$ cat config.mk
export PLATFORM = sky130hd
export DESIGN_NAME = seq_signed_divider
export DESIGN_NICKNAME = d
export VERILOG_FILES = /design/src/rtl/arith_pkg.sv /design/src/rtl/div_restore_step.sv /design/src/rtl/seq_signed_divider.sv
export SDC_FILE = /design/constraint.sdc
export NUM_CORES = 1
export LEC_CHECK = 0
export BUFFER_PORTS_ARGS = -buffer_cell sky130_fd_sc_hd__buf_2
export CORE_MARGIN = 10
export CORE_UTILIZATION = 45
export DETAILED_ROUTE_END_ITERATION = 10
export GPL_ROUTABILITY_DRIVEN = 0
export PLACE_DENSITY_LB_ADDON = 0.05
export RECOVER_POWER = 100
export SETUP_SLACK_MARGIN = 0.3
export SYNTH_ARGS = -nofsm -noshare
export SYNTH_HDL_FRONTEND = slang
export SYNTH_SLANG_ARGS = --single-unit
$ cat constraint.sdc
create_clock -name clock -period 2.55 [get_ports clock]
set_clock_uncertainty 0.1 [all_clocks]
set_input_delay 0.51 -clock clock [delete_from_list [all_inputs] [get_ports clock]]
set_output_delay 0.51 -clock clock [all_outputs]
set_load 0.01 [all_outputs]
$ cat src/rtl/arith_pkg.sv
// Shared arithmetic-datapath definitions for the Booth multiplier / restoring
// divider pair: operand width, divider FSM states and fixed divider latency.
package arith_pkg;

    // Operand width; the dividend / product is 2*N bits wide.
    localparam int unsigned N = 5;

    // Cycles from request accept to out_valid: 2N restoring steps + DONE.
    localparam int unsigned DIV_LATENCY = 2 * N + 1;

    // Divider control states.
    typedef enum logic [1:0] {
        IDLE = 2'd0,
        DIV  = 2'd1,
        DONE = 2'd2
    } div_state_e;

endpackage

$ cat src/rtl/div_restore_step.sv
// One restoring-division step (combinational).
// Shifts the next dividend bit into the partial remainder and subtracts the
// divisor magnitude when it fits.
//   rem_i      partial remainder before the step (W+1 bits)
//   bit_i      next dividend bit, MSB first
//   divisor_i  divisor magnitude |B| (W bits)
//   rem_o      partial remainder after the step
//   q_bit_o    quotient bit produced by this step
module div_restore_step #(
    parameter int unsigned W = 5
) (
    input  logic [W:0]   rem_i,
    input  logic         bit_i,
    input  logic [W-1:0] divisor_i,
    output logic [W:0]   rem_o,
    output logic         q_bit_o
);

    localparam int unsigned RW = W + 1;
    localparam int unsigned SW = W + 2;

    // The shifted value is kept one bit wider than the remainder so the
    // compare never loses the bit shifted out of the top.
    logic [SW-1:0] shifted_c;
    logic [SW-1:0] divisor_ext_c;

    assign shifted_c     = {rem_i, bit_i};
    assign divisor_ext_c = {2'b00, divisor_i};

    // Trial subtraction; keep the difference only when it does not go negative.
    always_comb begin
        q_bit_o = 1'b0;
        rem_o   = RW'(shifted_c);
        if (shifted_c >= divisor_ext_c) begin
            q_bit_o = 1'b1;
            rem_o   = RW'(shifted_c - divisor_ext_c);
        end
    end

endmodule

$ cat src/rtl/seq_signed_divider.sv
// Multi-cycle signed restoring divider: 2N-bit signed dividend by N-bit signed
// divisor, N-bit signed quotient (truncated toward zero) and remainder (sign
// of the dividend). Fixed latency of 2N+1 cycles from accept to out_valid.
//   clock      rising-edge clock
//   rst        asynchronous active-high reset
//   in_valid   request strobe, sampled while in_ready is high
//   A_in       signed dividend (2N bits)
//   B_in       signed divisor (N bits)
//   in_ready   high while idle
//   Q_out      signed quotient, saturated on overflow
//   R_out      signed remainder
//   out_valid  one-cycle result strobe
//   div_zero   divisor was zero (valid with out_valid)
//   overflow   true quotient outside the N-bit signed range (valid with out_valid)
module seq_signed_divider #(
    parameter int unsigned N = arith_pkg::N
) (
    input  logic           clock,
    input  logic           rst,
    input  logic           in_valid,
    input  logic [2*N-1:0] A_in,
    input  logic [N-1:0]   B_in,
    output logic           in_ready,
    output logic [N-1:0]   Q_out,
    output logic [N-1:0]   R_out,
    output logic           out_valid,
    output logic           div_zero,
    output logic           overflow
);

    import arith_pkg::*;

    localparam int unsigned AW = 2 * N;
    localparam int unsigned RW = N + 1;
    localparam int unsigned CW = $clog2(AW + 1);

    // Largest quotient magnitudes representable for each result sign.
    localparam logic [AW-1:0] Q_POS_MAX = AW'((1 << (N - 1)) - 1);
    localparam logic [AW-1:0] Q_NEG_MAX = AW'(1 << (N - 1));
    localparam logic [N-1:0]  Q_SAT_POS = {1'b0, {(N - 1){1'b1}}};
    localparam logic [N-1:0]  Q_SAT_NEG = {1'b1, {(N - 1){1'b0}}};

    div_state_e     state_q,     state_d;
    logic [AW-1:0]  a_mag_q,     a_mag_d;
    logic [N-1:0]   b_mag_q,     b_mag_d;
    logic [RW-1:0]  rem_q,       rem_d;
    logic [AW-1:0]  quo_q,       quo_d;
    logic [CW-1:0]  cnt_q,       cnt_d;
    logic           q_neg_q,     q_neg_d;
    logic           r_neg_q,     r_neg_d;
    logic           zflag_q,     zflag_d;

    logic           in_ready_q,  in_ready_d;
    logic [N-1:0]   q_out_q,     q_out_d;
    logic [N-1:0]   r_out_q,     r_out_d;
    logic           out_valid_q, out_valid_d;
    logic           div_zero_q,  div_zero_d;
    logic           overflow_q,  overflow_d;

    logic [AW-1:0]  a_abs_c;
    logic [N-1:0]   b_abs_c;
    logic [RW-1:0]  step_rem_c;
    logic           step_qbit_c;

    // Magnitudes of the request operands; the most negative values map to
    // their unsigned magnitude (e.g. -512 -> 512) and still fit.
    assign a_abs_c = A_in[AW-1] ? AW'(-A_in) : A_in;
    assign b_abs_c = B_in[N-1]  ? N'(-B_in)  : B_in;

    // Single restoring step on the current partial remainder.
    div_restore_step #(
        .W (N)
    ) u_step (
        .rem_i     (rem_q),
        .bit_i     (a_mag_q[AW-1]),
        .divisor_i (b_mag_q),
        .rem_o     (step_rem_c),
        .q_bit_o   (step_qbit_c)
    );

    // State and datapath registers.
    always_ff @(posedge clock or posedge rst) begin
        if (rst) begin
            state_q     <= IDLE;
            a_mag_q     <= '0;
            b_mag_q     <= '0;
            rem_q       <= '0;
            quo_q       <= '0;
            cnt_q       <= '0;
            q_neg_q     <= 1'b0;
            r_neg_q     <= 1'b0;
            zflag_q     <= 1'b0;
            in_ready_q  <= 1'b1;
            q_out_q     <= '0;
            r_out_q     <= '0;
            out_valid_q <= 1'b0;
            div_zero_q  <= 1'b0;
            overflow_q  <= 1'b0;
        end else begin
            state_q     <= state_d;
            a_mag_q     <= a_mag_d;
            b_mag_q     <= b_mag_d;
            rem_q       <= rem_d;
            quo_q       <= quo_d;
            cnt_q       <= cnt_d;
            q_neg_q     <= q_neg_d;
            r_neg_q     <= r_neg_d;
            zflag_q     <= zflag_d;
            in_ready_q  <= in_ready_d;
            q_out_q     <= q_out_d;
            r_out_q     <= r_out_d;
            out_valid_q <= out_valid_d;
            div_zero_q  <= div_zero_d;
            overflow_q  <= overflow_d;
        end
    end

    // Next-state, datapath update and result formatting.
    always_comb begin
        state_d     = state_q;
        a_mag_d     = a_mag_q;
        b_mag_d     = b_mag_q;
        rem_d       = rem_q;
        quo_d       = quo_q;
        cnt_d       = cnt_q;
        q_neg_d     = q_neg_q;
        r_neg_d     = r_neg_q;
        zflag_d     = zflag_q;
        q_out_d     = q_out_q;
        r_out_d     = r_out_q;
        div_zero_d  = div_zero_q;
        overflow_d  = overflow_q;
        out_valid_d = 1'b0;

        case (state_q)
            IDLE: begin
                if (in_valid) begin
                    a_mag_d = a_abs_c;
                    b_mag_d = b_abs_c;
                    q_neg_d = A_in[AW-1] ^ B_in[N-1];
                    r_neg_d = A_in[AW-1];
                    zflag_d = (B_in == '0);
                    rem_d   = '0;
                    quo_d   = '0;
                    cnt_d   = '0;
                    state_d = DIV;
                end
            end

            // Runs the full 2N steps even for a zero divisor so latency is fixed.
            DIV: begin
                rem_d   = step_rem_c;
                quo_d   = {quo_q[AW-2:0], step_qbit_c};
                a_mag_d = {a_mag_q[AW-2:0], 1'b0};
                cnt_d   = cnt_q + CW'(1);
                if (cnt_q == CW'(AW - 1)) begin
                    state_d = DONE;
                end
            end

            DONE: begin
                out_valid_d = 1'b1;
                state_d     = IDLE;
                if (zflag_q) begin
                    div_zero_d = 1'b1;
                    overflow_d = 1'b0;
                    q_out_d    = '0;
                    r_out_d    = '0;
                end else begin
                    div_zero_d = 1'b0;
                    // |r| < |B| <= 2^(N-1), so the remainder always fits in N bits.
                    r_out_d = r_neg_q ? N'(-rem_q[N-1:0]) : rem_q[N-1:0];
                    if (!q_neg_q && (quo_q > Q_POS_MAX)) begin
                        overflow_d = 1'b1;
                        q_out_d    = Q_SAT_POS;
                    end else if (q_neg_q && (quo_q > Q_NEG_MAX)) begin
                        overflow_d = 1'b1;
                        q_out_d    = Q_SAT_NEG;
                    end else begin
                        overflow_d = 1'b0;
                        q_out_d    = q_neg_q ? N'(-quo_q[N-1:0]) : quo_q[N-1:0];
                    end
                end
            end

            default: begin
                state_d = IDLE;
            end
        endcase

        // Registered ready so it is already high in the out_valid cycle.
        in_ready_d = (state_d == IDLE);
    end

    assign in_ready  = in_ready_q;
    assign Q_out     = q_out_q;
    assign R_out     = r_out_q;
    assign out_valid = out_valid_q;
    assign div_zero  = div_zero_q;
    assign overflow  = overflow_q;

endmodule

==> impl_results.md, run 1 <==
* Worst skew pair latency at 300 ps
* Antenna cells at 0
* Setup TNS Final at 0 ps
* Vias per cell at approximately 5.3
* Post-CTS setup buffers at 0
* CP delay by family, top: compound AO/OA/AOI/OAI gates
* HP Class: input pin to async pin
* Worst-path maximum fanout at 7
* GRT Util Overall at between 10% and 20%
* Estimated wirelength of the detail-placed design at about 4400 um
* Initial core utilization at roughly 47%
* Final slew viol count at 0
* Most frequent cells in the layout: dfrtp_1 (53), nand2_1 (42), o21ai_0 (30), inv_1 (24), clkbuf_1 (21)
* Worst path required time at between 2000 and 3000 ps
* CTS H-tree lvls at 2
* Drt total wl at 5792 um
* Final layout net count at 353
* Total die area at roughly 9700 um2
* Die Ht at 98.71 um
* Multi-input gate area at between 1000 and 1500 um2
* Clock transition at the registers of the reported paths at ~100 ps
* Commonest non-fill, non-tap cell in the layout: dfrtp_1
* Hold_ws at between 300 and 400 ps
* Critical path type: flop to flop
* Initial DRT Pass Iterations at 4
* VDD IR max at 0.4589 mV
* Ys Warns at 0
* Slowest cell on crit path: dfrtp_1
* IO Count at 32
* CTS Root Cell: clkbuf_8
* Leakage at between 1 and 1.5 nW
* R2R setup slack at 450 ps
* Drt drc at 0
* Largest net degree at the start of global routing at 27
* CTS Buf Count at 5
* Share of layout cells above drive strength 1 at roughly 9%
* CP max stage delay at about 470 ps
* RSZ-0062 raised after global routing: false
* Avg Cell Area, Syn at 9.713 um2
* Final setup fails at 0
* Status: finished, final reports clean
* Tcrit/Tclk final at just over 80%
* Dpl ws at approximately 320 ps
* Fill count at between 500 and 600
* GRT Residual Overflow at 0
* Port buffer count at 31
* Worst setup EP type: flop
* Startpoint types: flop
* Main synth FF type: dfrtp_1
* Post-synth ARST share at 100.0%
* Synth unique cells at 43
* Die width at approximately 99 um
* Worst Path Arrival at approximately 2200 ps
* Buffers and inverters on the worst path at 0
* Post-route minimum period at 2097 ps
* Initial antenna violation count at 0
* Crit-path cells: ha_1 > a21o_1 > a211oi_4 > o211ai_4 > mux2i_1 > a22o_1
* Least-Margin Pin Slew at between 900 and 1000 ps
* FF+latch count, synth at 54
* Synth Net Count at approximately 320
* Synthesized area at approximately 2800 um2
* Storage element area at roughly 1400 um2
* Maxcap violations at 0
* Number of global-route vias before repair at between 2,000 and 2,500
* PD cells at roughly 1300 nW/um2
* CTS Hold Bufs at 0
* Clk sink count at 54
* Max Clk Rate at 476.8 MHz
* Routed vias at 2,128
* Initial DRC count at 75
* Post-DR wirelength/cell at roughly 15 um
* Seq/Total Area, Yosys at about half
* Clk buf depth at 2
* First-pass GRT wire length at just under 10,000 um
* Core outline area at around 6000 um2
* CTS tree: done
* Standard-cell rows at 28
* Routed Antenna Nets at 0
* Area delta synth->final at 12.25%
* Gate Count Post-Synth at ~290
* Final hold vios at 0
* Count of flip-flops with a built-in enable after synthesis at 0
* Post-route setup slack at 452.6 ps
* Slew margin rel. at 35.41%
## final cells by class
class / instances / area share [%]
Timing Repair Buffer: 38 / 5.358
Clock inverter: 1 / 0.9596
Sequential cell: 54 / 43.22
Inverter: 24 / 2.879
Multi-Input combinational cell: 199 / 41.82
Tap cell: 75 / 2.999
Clock buffer: 7 / 2.759
## kinds of logic (layout without fill, tap and decap cells)
group,after synthesis,count (layout),share of synthesized area (%)
compound gates,83,83,20.06
buf+inv,34,70,4.803
simple gates,79,79,12.70
xor+xnor,18,18,5.655
mux,6,6,2.154
flops,54,54,48.52
fa+ha+maj,13,13,6.104
## synthesized netlist by cell type (2+ instances only)
master / n / area, um2
xnor2_1: 6 / 52.55
nor2_1: 14 / 52.55
a21oi_1: 8 / 40.04
buf_2: 2 / 10.01
nand2_1: 42 / 157.7
nand3_1: 6 / 30.03
inv_1: 24 / 90.09
nor2b_1: 3 / 18.77
a22o_1: 11 / 96.34
xor2_1: 12 / 105.1
o21ai_0: 30 / 150.1
nor3_1: 2 / 10.01
o31ai_1: 6 / 45.04
o22ai_1: 4 / 25.02
mux2i_1: 6 / 60.06
clkbuf_1: 7 / 26.28
dfrtp_1: 53 / 1326
ha_1: 12 / 150.1
or3_1: 4 / 25.02
o41ai_1: 3 / 26.28
a22oi_1: 8 / 60.06
nand2b_1: 3 / 18.77
## what timing repair did
| item | 4_1_cts | 5_1_grt |
|---|---|---|
| gates resized for setup | 0 | 4 |
| endpoints found under the setup margin | 1 | 5 |
| pin swaps | 1 | 1 |
## stage by stage
step	cells	util [%]	power [mW]	area, um2
after detailed placement	390	51.13	3.432	3045
after CTS	398	53.09	4.039	3162
after floorplan	287	-	2.936	2788
after global routing	398	52.54	4.377	3129
after global placement	390	51.13	3.384	3045
final	398	52.54	3.990	3129
## final timing paths
check	start	end	cells after the start
worst max-delay path	rem_q[2]	rem_q[0]	6
worst min-delay path	rst	R_out[1]	2
worst max register to register	rem_q[2]	rem_q[0]	6
worst min register to register	div_zero	div_zero	2
max in group asynchronous	rst	r_neg_q	3
min in group clock	div_zero	div_zero	2
## power breakdown
part	internal (mW)	total [mW]	leakage, nW	switching, mW
Sequential	1.24	1.57	0.671	0.325
Combinational	0.811	1.83	0.733	1.02
Clock	0.320	0.592	0.0585	0.272
## metal layers
layer / up-vias / part of all wire (%) / GRT usage (%)
met5: - / 0 / 0
met4: 0 / 2.0 / 4.410
met3: 8 / 4.1 / 3.282
met2: 40 / 43 / 18.61
met1: 1007 / 51 / 16.02
li1: 1073 / - / -
## sequential cells by signal (all words and copies together), names as in the netlist, 2 cells and up
name     flops
Q_out        5
R_out        5
a_mag_q     10
b_mag_q      5
cnt_q        4
quo_q       10
rem_q        6
state_q      2
Note: power is estimated with default switching activity, not from simulation.
==> run 2, diff against run 1 <==
Clock period 2.55 ns to 2.15 ns, I/O delays scaled along.
==> impl_results.md, run 2 (same netlist as run 1, synthesis figures left out) <==
* Final hold vios at 0 (unchanged)
* PD cells at 1578 nW/um2 (+24%)
* Worst-path maximum fanout at 7 (unchanged)
* Drt total wl at 6037 um (+4.2%)
* Setup TNS Final at 0 ps (unchanged)
* Slew margin rel. at 17.05% (-18 points)
* Worst Path Arrival at 2050 ps (-140 ps)
* Initial DRT Pass Iterations at 4 (unchanged)
* Least-Margin Pin Slew at 1237 ps (+269.7 ps)
* Busiest grt layer: met1
* Tcrit/Tclk final at 90.55% (+8.3 points)
* CTS tree: done
* Most frequent cells in the layout: dfrtp_1 (52), nand2_1 (42), o21ai_0 (28), inv_1 (23), clkbuf_1 (18)
* HP Class: input pin to async pin
* M1 GR Usage at 17.33% (+1.3 points)
* RSZ-0062 raised after global routing: true
* Worst path required time at 2260 ps (-380 ps)
* Clk sink count at 54 (unchanged)
* Clk buf depth at 2 (unchanged)
* Final setup fails at 0 (unchanged)
* Startpoint types: flop
* Leakage at 1.507 nW (+3.0%)
* Antenna cells at 0 (unchanged)
* Critical path type: flop to flop
* Die Ht at 98.71 um (unchanged)
* Share of layout cells above drive strength 1 at 15.45% (+6.5 points)
* Estimated wirelength of the detail-placed design at 4360 um (about the same)
* Initial antenna violation count at 0 (unchanged)
* Clock transition at the registers of the reported paths at 100 ps (about the same)
* Design Area, Final at 3289 um2 (+5.1%)
* CTS H-tree lvls at 2 (unchanged)
* Largest net degree at the start of global routing at 30 (+11%)
* CTS Root Cell: clkbuf_8
* Max Clk Rate at 513.7 MHz (+7.7%)
* Final layout net count at 360 (+2.0%)
* First-pass GRT wire length at 10,040 um (+1.5%)
* CTS Buf Count at 5 (unchanged)
* GRT Residual Overflow at 0 (unchanged)
* Post-DR wirelength/cell at 14.91 um (+2.4%)
* Post-route minimum period at 1947 ps (-150.6 ps)
* Maxcap violations at 0 (unchanged)
* Fin cells at 405 (+1.8%)
* Vias per cell at 5.281 (-1.2%)
* Met3 Use GR at 3.352% (+0.070 points)
* Placed cell areas at 3095 um2 (+1.6%)
* Routed vias at 2,139 (+0.52%)
* Largest regs: a_mag_q: 10 flops, quo_q: 10 flops, rem_q: 6 flops
* Port buffer count at 31 (unchanged)
* Worst setup EP type: flop
* IO Count at 32 (unchanged)
* VDD IR max at 0.5846 mV (+27%)
* Initial DRC count at 94 (+25%)
* Die width at 98.71 um (unchanged)
* Routed Antenna Nets at 0 (unchanged)
* Area delta synth->final at 18.00%
* Post-placement cell count at 392 (+0.51%)
* Number of global-route vias before repair at 2,063 (-4.2%)
* Hold_ws at 266.3 ps (-47.23 ps)
* Core outline area at 5956 um2 (unchanged)
* Final slew viol count at 0 (unchanged)
* Initial core utilization at 46.81% (unchanged)
* Status: finished, final reports clean
* Standard-cell rows at 28 (unchanged)
* Drt drc at 0 (unchanged)
* GRT Util Overall at 12.21% (+0.076 points)
* Worst skew pair latency at 310 ps (about the same)
* Total die area at 9743 um2 (unchanged)
* Final design utilization at 55.23% (+2.7 points)
* M2 GR Usage at 17.25% (-1.4 points)
* Commonest non-fill, non-tap cell in the layout: dfrtp_1
run 2: cell types whose count changed in the layout (fill, tap and decap cells not counted), moves of 2 or more:
| cell | change |
|---|---|
| ha_1 | -5 |
| clkbuf_1 | -3 |
| o21ai_1 | +2 |
| ha_4 | +5 |
| o21ai_0 | -2 |
| buf_4 | +9 |
run 2: cell type report:
class	count	area, um2
clock buffer	7	86.33
clock inverter	1	30.03
fill	581	2666
inverter	24	91.34
multi-input combinational	199	1405
sequential	54	1354
tap	75	93.84
timing repair buffer	45	229.0
run 2: critical path: stages, from the launching register on:
cell      delay [ps]
dfrtp_1          380
inv_1            120
ha_4             240
a21o_1           210
a211oi_4         280
o211ai_4         180
mux2i_1          150
a22o_1           180
run 2: what timing repair did:
item | 4_1_cts | 5_1_grt
resized for setup | 9 | 9
endpoints found under the setup margin | 6 | 9
pin swaps | 3 | 3
setup buffers | 2 | 3
hold buffers | 0 | 0
run 2: worst paths after layout:
path                             from         end  slack [ps]  depth (start not counted)
max                        b_mag_q[3]    rem_q[0]         200                          7
min                               rst  b_mag_q[3]         270                          2
max reg2reg                b_mag_q[3]    rem_q[0]         200                          7
min reg2reg                  R_out[4]    R_out[4]         390                          2
max in group asynchronous         rst    rem_q[2]         480                          3
min in group clock            A_in[0]  a_mag_q[0]         310                          3
run 2: power by group:
part / switching [mW] / total (mW) / internal (mW)
clock network: 0.325 / 0.705 / 0.380
logic: 1.40 / 2.65 / 1.25
registers: 0.361 / 1.84 / 1.47
total: 2.09 / 5.19 / 3.10
run 2: routing by layer:
| metal | share of wire (%) | vias to the layer above |
|---|---|---|
| met1 | 53 | 995 |
| met2 | 41 | 53 |
| met4 | 1.3 | 0 |
| met5 | 0 | - |
| li1 | - | 1084 |
| met3 | 4.9 | 7 |
run 2: through the flow:
stage | setup slack [ps] | total power [mW]
6_report | 203.2 | 5.192
5_1_grt | 97.68 | 5.633
4_1_cts | 278.6 | 5.092
3_5_place_dp | 113.2 | 4.190
3_3_place_gp | 188.6 | 4.136
2_1_floorplan | 299.1 | 3.522
==> run 3, diff against run 2 <==
Settings changed: CORE_MARGIN 10 to 2, GPL_ROUTABILITY_DRIVEN 0 to not set.
==> impl_results.md, run 3 (same netlist as run 1, synthesis figures left out) <==
* Status: finished, final reports clean
* Post-DR wirelength/cell at 14.46 um (-3.0%)
* Initial antenna violation count at 0 (unchanged)
* Max Clk Rate at 521.6 MHz (+1.5%)
* Port buffer count at 31 (unchanged)
* Leakage at 1.511 nW (+0.27%)
* Routed Antenna Nets at 0 (unchanged)
* Die width at 82.71 um (-16%)
* Tcrit/Tclk final at 89.18% (-1.4 points)
* Post-route setup slack at 232.7 ps (+29.47 ps)
* Buffers and inverters on the worst path at 1 (unchanged)
* Final slew viol count at 0 (unchanged)
* Overall Power at 5.181 mW (-0.22%)
* Capture point of the worst reg-to-reg path: rem_q[0]
* Critical path type: flop to flop
* Largest regs: a_mag_q: 10 flops, quo_q: 10 flops, rem_q: 6 flops
* Drt drc at 0 (unchanged)
* PD cells at 1565 nW/um2 (-0.86%)
* First-pass GRT wire length at 9798 um (-2.4%)
* Die Ht at 82.71 um (-16%)
* Worst Reg-to-Reg Cells at 7 (unchanged)
* Number of global-route vias before repair at 2,079 (+0.78%)
* Hold_ws at 240.6 ps (-25.68 ps)
* Setup TNS Final at 0 ps (unchanged)
* CTS Root Cell: clkbuf_8
* Worst setup EP type: flop
* RSZ-0062 raised after global routing: true
* Largest net degree at the start of global routing at 27 (-10%)
* Worst-path maximum fanout at 7 (unchanged)
* Commonest non-fill, non-tap cell in the layout: dfrtp_1
* Maxcap violations at 0 (unchanged)
* Vias per cell at 5.389 (+2.0%)
* Standard-cell rows at 28 (unchanged)
* Clk buf depth at 2 (unchanged)
* CP max stage delay at 370 ps (about the same)
* Most frequent cells in the layout: dfrtp_1 (52), nand2_1 (42), o21ai_0 (29), inv_1 (20), clkbuf_1 (20)
* CTS H-tree lvls at 2 (unchanged)
* CTS tree: done
* Least-Margin Pin Slew at 1128 ps (-109.8 ps)
* Total die area at 6840 um2 (-30%)
* Final setup fails at 0 (unchanged)
* HP Class: input pin to async pin
* Routed vias at 2,215 (+3.6%)
* Antenna cells at 0 (unchanged)
* Startpoint types: flop
* Worst path required time at 2250 ps (about the same)
* CP delay by family, top: compound AO/OA/AOI/OAI gates
* CTS Buf Count at 5 (unchanged)
* Design Area, Final at 3311 um2 (+0.65%)
* Slowest cell on crit path: dfrtp_1
* Initial core utilization at 46.81% (unchanged)
* Clock transition at the registers of the reported paths at 100 ps (about the same)
* IO Count at 32 (unchanged)
* Initial DRT Pass Iterations at 4 (unchanged)
* R2R setup slack at 230 ps (+30 ps)
* Placer congestion estimate at 0.8188
* Estimated wirelength of the detail-placed design at 4197 um (-3.7%)
* Post-route minimum period at 1917 ps (-29.47 ps)
* Share of layout cells above drive strength 1 at 17.86% (+2.4 points)
* Initial DRC count at 97 (+3.2%)
* Worst skew pair latency at 300 ps (about the same)
* Crit Reg-Reg Startpoint: b_mag_q[3]
* Placed cell areas at 3090 um2 (-0.16%)
* Clk sink count at 54 (unchanged)
* Dpl ws at 143.8 ps (+30.67 ps)
* Worst Path Arrival at 2010 ps (-40 ps)
* GRT Residual Overflow at 0 (unchanged)
* Crit-path cells: inv_1 > ha_4 > a21o_1 > a211oi_4 > o211ai_4 > mux2i_1 > a22o_1
* GRT Util Overall at 18.83% (+6.6 points)
* Core outline area at 5956 um2 (unchanged)
* Slew margin rel. at 24.41% (+7.4 points)
* Drt total wl at 5945 um (-1.5%)
* Final hold vios at 0 (unchanged)
* Final layout net count at 366 (+1.7%)
* VDD IR max at 0.5914 mV (+1.2%)
* Area delta synth->final at 18.76%
==> run 3: cell types whose count changed in the layout (fill, tap and decap cells not counted), moves of 2 or more <==
cell      previous run  this run
inv_2                0         2
clkbuf_1            18        20
buf_4               10        13
inv_1               23        20
==> run 3: stage by stage <==
| step | std cells | utilization (%) |
|---|---|---|
| 2_1_floorplan | 287 | - |
| 4_1_cts | 404 | 54.58 |
| 3_5_place_dp | 393 | 51.89 |
| 3_3_place_gp | 393 | 51.89 |
| 5_1_grt | 411 | 55.59 |
| 6_report | 411 | 55.59 |
==> run 3: repair_timing <==
| item | CTS | global route |
|---|---|---|
| pin swaps | 4 | 3 |
| hold buffers | 0 | 0 |
| endpoints found under the setup margin | 6 | 13 |
| buffers inserted | 3 | 6 |
| cloned | 0 | 1 |
| gates resized for setup | 10 | 12 |
| hold endpoints to repair | 0 | 0 |
==> run 3: layout make-up <==
cell class	count	area, um2
Clock buffer	7	86.33
Clock inverter	1	5.005
Fill cell	561	2645
Inverter	24	95.09
Multi-Input combinational cell	199	1410
Sequential cell	54	1354
Tap cell	75	93.84
Timing Repair Buffer	50	261.5
Timing Repair inverter	1	5.005
==> run 3: how the worst max path moves through the flow <==
stage | slack, ps | end | from | cells past startpoint
finish | 230 | rem_q[0] | b_mag_q[3] | 7
global route | 120 | zflag_q | state_q[0] | 5
CTS | 290 | rem_q[0] | rem_q[2] | 6
detailed placement | 140 | rem_q[0] | rem_q[2] | 6
global placement | 190 | rem_q[0] | rem_q[2] | 6
floorplan | 300 | rem_q[0] | rem_q[2] | 6
==> run 3: where the power goes <==
group	internal, mW	switching [mW]	leakage (nW)
combinational	1.31	1.45	0.793
clock	0.261	0.311	0.0482
sequential	1.47	0.373	0.670
==> run 3: routing by layer <==
metal | GRT usage, % | wire (um)
met1 | 26.36 | 2971
met2 | 30.48 | 2747
met3 | 2.283 | 184
met4 | 6.066 | 42
met5 | 0 | 0
